$ cat config.mk
export PLATFORM = sky130hd
export DESIGN_NAME = linear_layer_start_fifo_ctrl
export DESIGN_NICKNAME = d
export VERILOG_FILES = /design/src/rtl/linear_layer_start_fifo_ctrl.sv
export SDC_FILE = /design/constraint.sdc
export NUM_CORES = 1
export LEC_CHECK = 0
export ABC_AREA = 1
export BUFFER_PORTS_ARGS = -buffer_cell sky130_fd_sc_hd__buf_2
export CAP_MARGIN = 20
export CORE_AREA = 3 3 40 42
export DETAILED_ROUTE_END_ITERATION = 6
export DIE_AREA = 0 0 43 45
export PLACE_DENSITY = 0.43
export SYNTH_ARGS = -nofsm -noshare
export SYNTH_HDL_FRONTEND = slang
export SYNTH_SLANG_ARGS = --single-unit
$ cat constraint.sdc
create_clock -name ap_clk -period 3 [get_ports ap_clk]
set_clock_uncertainty 0.15 [all_clocks]
set_input_delay 0.15 -clock ap_clk [delete_from_list [all_inputs] [get_ports ap_clk]]
set_output_delay 0.15 -clock ap_clk [all_outputs]
set_load 0.01 [all_outputs]
$ cat src/rtl/linear_layer_start_fifo_ctrl.sv
// Start-token FIFO control between Linear_Layer_i4xi4_q dataflow processes.
// Shift-register storage with occupancy count, registered full/empty flags and handshake.
module linear_layer_start_fifo_ctrl #(
   parameter int DATA_WIDTH = 1,
   parameter int ADDR_WIDTH = 1,
   parameter int DEPTH      = 2
) (
   input  logic                  ap_clk,
   input  logic                  ap_rst_n,
   input  logic                  if_write_ce,
   input  logic                  if_write,
   input  logic [DATA_WIDTH-1:0] if_din,
   output logic                  if_full_n,
   input  logic                  if_read_ce,
   input  logic                  if_read,
   output logic [DATA_WIDTH-1:0] if_dout,
   output logic                  if_empty_n,
   output logic [ADDR_WIDTH:0]   if_num_data_valid,
   output logic [ADDR_WIDTH:0]   if_fifo_cap
);

   generate
      if (DEPTH < 2) begin : g_depth_chk
         $error("linear_layer_start_fifo_ctrl: DEPTH must be >= 2");
      end
      if (ADDR_WIDTH != $clog2(DEPTH)) begin : g_addr_chk
         $error("linear_layer_start_fifo_ctrl: ADDR_WIDTH must equal clog2(DEPTH)");
      end
   endgenerate

   localparam logic [ADDR_WIDTH:0] DEPTH_C = (ADDR_WIDTH+1)'(DEPTH);
   localparam logic [ADDR_WIDTH:0] CNT_ONE = (ADDR_WIDTH+1)'(1);

   logic [DATA_WIDTH-1:0] mem_q [DEPTH];
   logic [ADDR_WIDTH:0]   cnt_q, cnt_d;
   logic                  empty_n_q, empty_n_d;
   logic                  full_n_q, full_n_d;
   logic                  push, pop;
   logic [ADDR_WIDTH-1:0] rd_addr;
   logic [DATA_WIDTH-1:0] dout_c;

   assign push = if_write & if_write_ce & full_n_q;
   assign pop  = if_read & if_read_ce & empty_n_q;

   // Storage is deliberately not reset: reset only discards entries through cnt.
   always_ff @(posedge ap_clk) begin
      if (push) begin
         mem_q[0] <= if_din;
         for (int unsigned i = 1; i < DEPTH; i++) begin
            mem_q[i] <= mem_q[i-1];
         end
      end
   end

   always_comb begin
      cnt_d = cnt_q;
      if (push && !pop) begin
         cnt_d = cnt_q + CNT_ONE;
      end else if (pop && !push) begin
         cnt_d = cnt_q - CNT_ONE;
      end
      empty_n_d = (cnt_d != '0);
      full_n_d  = (cnt_d != DEPTH_C);
   end

   always_ff @(posedge ap_clk or negedge ap_rst_n) begin
      if (!ap_rst_n) begin
         cnt_q     <= '0;
         empty_n_q <= 1'b0;
         full_n_q  <= 1'b1;
      end else begin
         cnt_q     <= cnt_d;
         empty_n_q <= empty_n_d;
         full_n_q  <= full_n_d;
      end
   end

   // The oldest entry sits at slot cnt-1; a mux keeps non-power-of-two depths in range.
   assign rd_addr = ADDR_WIDTH'(cnt_q - CNT_ONE);

   always_comb begin
      dout_c = mem_q[0];
      for (int unsigned i = 0; i < DEPTH; i++) begin
         if (rd_addr == ADDR_WIDTH'(i)) begin
            dout_c = mem_q[i];
         end
      end
   end

   assign if_dout           = dout_c;
   assign if_empty_n        = empty_n_q;
   assign if_full_n         = full_n_q;
   assign if_num_data_valid = cnt_q;
   assign if_fifo_cap       = DEPTH_C;

endmodule

==> metrics.csv, run 1 <==
metric;value;unit
grt_pass1_vias;302;
pin_count;14;
fmaxAchievable;762.0;MHz
dr.pass1.iters;4;
cp-start-kind;register;
power_density;892.2;nW/um2
ant_nets;0;
gp_congestion;0.7224;
period_minus_slack;1.312;ns
h-tree-depth;1;
yosys.area_share.simple;37.21;%
finalWirelength;662;um
num_vias;290;
synth_top_family_by_area;simple AND/OR/NAND/NOR gates;
synth-async-reset-ratio;66.67;%
fin_ws;1.688;ns
nets;61;
row_count;13;
grtUsageTotal;8.809;%
worst-path-buf-inv;2;
synth_area;322.8;um2
numPortBuffers;11;
dp_worst_setup_slack;1.700;ns
die_h;45;um
drtIter0Drc;7;
worst-path-stages;4;
fin_util;33.30;%
rr_worst_depth;5;
status;completed;
tns;0;ns
p_leak;0.2245;nW
grt_max_degree;6;
worstSetupPathType;reg2out;
r2r-end;if_empty_n;
postCtsSetupBuffers;0;
synth_fp_nets;45;
vdd_ir_drop_max;0.0003134;V
synth_top_area_cell;dfrtp_1;
crit_path_frequent_cell;nand2_1;
post-synth-top-count-cell;nand2_1;
slowest_stage;dfrtp_1;
setup_violations;0;
design.core.area;1285;um2
yosys_register_bits;6;
synth.area.top_cells;dfrtp_1 23%, edfxtp_1 19%, nand3_1 12%, nand2_1 10%, dfstp_2 8.1%;
synthFlopType;dfrtp_1;
grt_pass1_wl;1200;um
final_cells;68;
clkTransAtPathRegs;0.05;ns
multi_input_area;127.6;um2
dp_hpwl;513.2;um
synth-adder-area-share;0;%
synth-compound-area-share;0;%
critPathTopFamily;flip-flops;
path_cells;inv_1, nand2_1, nand2_1, buf_2;
synthCells;38;
max-cap-violations;0;
die_x;43;um
cp_max_fo;5;
hold_viol_final;0;
wl_per_cell;9.735;um
cts_tree;yes;
ys_types;13;
maxSlewViolCount;0;
r2r_setup_slack;1.70;ns
ctsResizeCount;0;
hold_buffers;2;
syn_to_final_growth;32.56;%
synthMuxAreaShare;0;%
cp.required;2.70;ns
synth_xor_xnor_area_share;0;%
cts_buffers;3;
cts.sinks;6;
avgSynthCellArea;8.495;um2
synthTopCellsByCount;9 x nand2_1, 8 x nand3_1, 4 x inv_1, 3 x dfrtp_1, 3 x nand2_2;
dp.cells;62;
rsz0062_at_grt;false;
initial_core_util;25.12;%
cts_root_buf;clkbuf_4;
ys_seq_area_share;50.00;%
antenna_found_initial;0;
grt-ovfl-total;0;
dieArea;1935;um2
reg2reg_from;if_full_n;
hold_class;in2async;
clkLatencyLatePin;0.25;ns
arrival;1.01;ns
via_per_inst;4.265;
post-route-period-util;43.74;%
post-route-drc-count;0;
yosysWarnings;0;
ff_latch_area;161.4;um2
yosysTopAreaCellShare;23.26;%
critical-path-max-stage-delay;0.42;ns
clockBufferDepth;2;
antenna_cells;0;
drive_above_1_share;39.62;%
synth_edf_count;2;
critPathCaptureType;output pin;
fill_cells;143;
registers in the layout (all words and copies together) (netlist names):
name,count
mem_q,2
if_num_data_valid,2
if_empty_n,1
if_full_n,1
power by group:
| part | internal (mW) | switching, mW | leakage (nW) |
|---|---|---|---|
| combinational | 0.0593 | 0.0921 | 0.147 |
| clock | 0.0507 | 0.0334 | 0.0150 |
| sequential | 0.120 | 0.0261 | 0.0627 |
| total | 0.230 | 0.152 | 0.224 |
per-stage QoR:
stage / cell area (um2) / power [mW] / hold WS (ns)
floorplan: 322.8 / 0.2462 / -0.2956
global placement: 381.6 / 0.3023 / -0.1870
detailed placement: 381.6 / 0.2998 / -0.1887
CTS: 427.9 / 0.3881 / 0.07626
global route: 427.9 / 0.4176 / 0.09847
finish: 427.9 / 0.3818 / 0.08242
kinds of logic after synthesis:
group | count (synthesis)
and+or+nand+nor | 23
buffers and inverters | 7
DFF | 6
other | 2
placed cells by master, fill, tap and decap left out, drive strengths merged:
cell type    count
nand2           12
buf             11
nand3            9
inv              5
clkbuf           4
dfrtp            3
conb             2
dlygate4sd3      2
edfxtp           2
nor2             1
nand4            1
dfstp            1
how the worst max path moves through the flow:
stage / from / to / slack [ns]
global placement: if_full_n / if_empty_n / 1.70
finish: if_num_data_valid[0] / if_dout / 1.69
detailed placement: if_full_n / if_empty_n / 1.70
CTS: if_num_data_valid[0] / if_dout / 1.66
floorplan: if_full_n / if_empty_n / 1.73
global route: if_full_n / if_empty_n / 1.60
routing by layer:
| layer | routed length (um) | GRT usage, % | part of all wire (%) | up-vias |
|---|---|---|---|---|
| li1 | - | - | - | 146 |
| met1 | 315 | 10.34 | 48 | 125 |
| met2 | 251 | 12.28 | 38 | 15 |
| met3 | 71 | 2.789 | 11 | 4 |
| met4 | 23 | 9.036 | 3.5 | 0 |
| met5 | 0 | 0 | 0 | - |
final cells by class:
type,count,share of cell area (%)
sequential,6,37.72
multi-input combinational,25,29.82
timing repair buffer,13,17.54
clock buffer,4,6.140
inverter,5,4.386
tap,15,4.386
Power figures use the tool's default switching activity.
==> inputs of run 2 (changes only) <==
PLACE_DENSITY = 0.45   (was 0.43)
clock period = 1.1 ns   (was 3 ns; I/O delays follow)
==> metrics.csv, run 2 (synthesis gave the netlist of run 1 again) <==
metric;value;unit;change
design.core.area;1285;um2;unchanged
violations;setup timing;;
rr_worst_depth;3;;-2
period_minus_slack;1.253;ns;
initial_core_util;25.12;%;unchanged
reg2reg_from;if_full_n;;
grt_pass1_vias;290;;-4.0%
pin_count;14;;unchanged
antenna_found_initial;0;;unchanged
dp.cells;65;;+4.8%
final_cell_mix;8 x buf_2, 7 x buf_6, 6 x nand2_2, 6 x nand2_1, 5 x nand3_2;;
worstSetupPathType;reg2reg;;
grt-ovfl-total;0;;unchanged
grt_max_degree;5;;-1
top_layer;met4;;
final_common_cell;buf_2;;
hold_viol_final;0;;unchanged
via_per_inst;4.320;;+1.3%
antenna_cells;0;;unchanged
cp_max_fo;4;;-1
gp_congestion;0.7026;;-2.7%
hp-start;if_read_ce;;
ant_nets;0;;unchanged
finalWirelength;773;um;+17%
worst-path-buf-inv;2;;unchanged
die_x;43;um;unchanged
vdd_ir_drop_max;0.001216;V;+290%
drtIter0Drc;4;;-3
dp_hpwl;523.9;um;+2.1%
post-route-drc-count;0;;unchanged
maxSlewViolCount;0;;unchanged
wl_per_cell;10.31;um;+5.9%
p_leak;0.2776;nW;+24%
cts_buffers;3;;unchanged
dieArea;1935;um2;unchanged
die_h;45;um;unchanged
cp-start-kind;register;;
hold_class;in2reg;;
wl_met1;298;um;-5.4%
path_cells;inv_2, nor2_4, buf_6;;
final_cells;75;;+10%
status;complete, but fails checks;;
dr_wl_met3;102;um;+44%
nets;68;;+11%
critPathCaptureType;register;;
row_count;13;;unchanged
dr.pass1.iters;2;;-2
min_to;if_num_data_valid[0];;
syn_to_final_growth;72.48;%;
cp.required;0.92;ns;-1.78 ns
critPathTopFamily;flip-flops;;
wl_met2;357;um;+42%
grtUsageTotal;8.221;%;-0.59 points
critical-path-max-stage-delay;0.56;ns;+0.14 ns
max-cap-violations;0;;unchanged
rsz0062_at_grt;true;;
numPortBuffers;11;;unchanged
r2r_setup_slack;-0.15;ns;-1.85 ns
arrival;1.07;ns;+0.06 ns
fmaxAchievable;797.8;MHz;
clockBufferDepth;2;;unchanged
post-route-period-util;113.9;%;
num_vias;324;;+12%
clkLatencyLatePin;0.24;ns;about the same
power_density;2446;nW/um2;+170%
drive_above_1_share;60.00;%;+20 points
cts.sinks;6;;unchanged
r2r-end;mem_q[0][0];;
grt_pass1_wl;1166;um;-2.8%
h-tree-depth;1;;unchanged
setup_violations;9;;+9
worstHoldPathCells;5;;
fin_ws;-0.1534;ns;-1.841 ns
clkTransAtPathRegs;0.05;ns;about the same
slowest_stage;dfstp_2;;
dp_worst_setup_slack;-0.1557;ns;-1.856 ns
cts_tree;yes;;
cts_root_buf;clkbuf_4;;
run 2: cell count changes in the layout (fill, tap and decap cells not counted), sizes merged:
| cell | change |
|---|---|
| buf | +6 |
| dlygate4sd3 | +1 |
run 2: report_power, final:
group          internal (mW)  switching [mW]  leakage, nW
Clock                  0.138          0.0813       0.0150
Sequential             0.328          0.0881       0.0627
Combinational          0.390           0.337        0.200
run 2: worst max-delay path by stage:
| stage | start | to | slack [ns] | depth (start not counted) |
|---|---|---|---|---|
| after floorplan | if_full_n | if_empty_n | -0.12 | 6 |
| after global placement | if_full_n | if_empty_n | -0.15 | 5 |
| after detailed placement | if_full_n | if_empty_n | -0.16 | 5 |
| after CTS | if_full_n | mem_q[0][0] | -0.16 | 3 |
| after global routing | if_full_n | if_empty_n | -0.21 | 5 |
| final | if_full_n | mem_q[0][0] | -0.15 | 3 |
run 2: worst register-to-register path, stage by stage (launching register included):
cell and delay, ns:
dfstp_2 0.56, inv_2 0.05, nor2_4 0.11, buf_6 0.11
run 2: timing repair:
item / CTS / global route
resized for setup: 8 / 6
hold buffers: 3 / 0
endpoints found under the setup margin: 9 / 10
buffers inserted: 3 / 0
hold endpoints to repair: 5 / 0
pin swaps: 2 / 5
run 2: final cells by class:
type                       count  area, um2
timing repair buffer          20      163.9
inverter                       5      18.77
tap                           15      18.77
fill                         133      728.2
clock buffer                   4      26.28
sequential                     6      161.4
multi-input combinational     25      167.7
run 2: routing by layer:
metal | global-route usage, % | vias up
met5 | 0 | -
met4 | 5.422 | 0
met3 | 3.586 | 2
met2 | 11.38 | 15
met1 | 10.34 | 143
li1 | - | 164
run 2: stage by stage:
stage	power [mW]	hold WS [ns]	instance area [um2]	util, %	TNS, ns
4_1_cts	1.312	0.1158	528.0	41.09	-1.158
2_1_floorplan	0.6888	-0.3906	337.8	-	-0.5455
3_3_place_gp	0.9061	-0.2815	419.2	32.62	-0.6627
3_5_place_dp	0.9030	-0.2787	419.2	32.62	-0.6754
5_1_grt	1.463	0.1303	556.8	43.33	-1.620
6_report	1.362	0.09411	556.8	43.33	-1.087
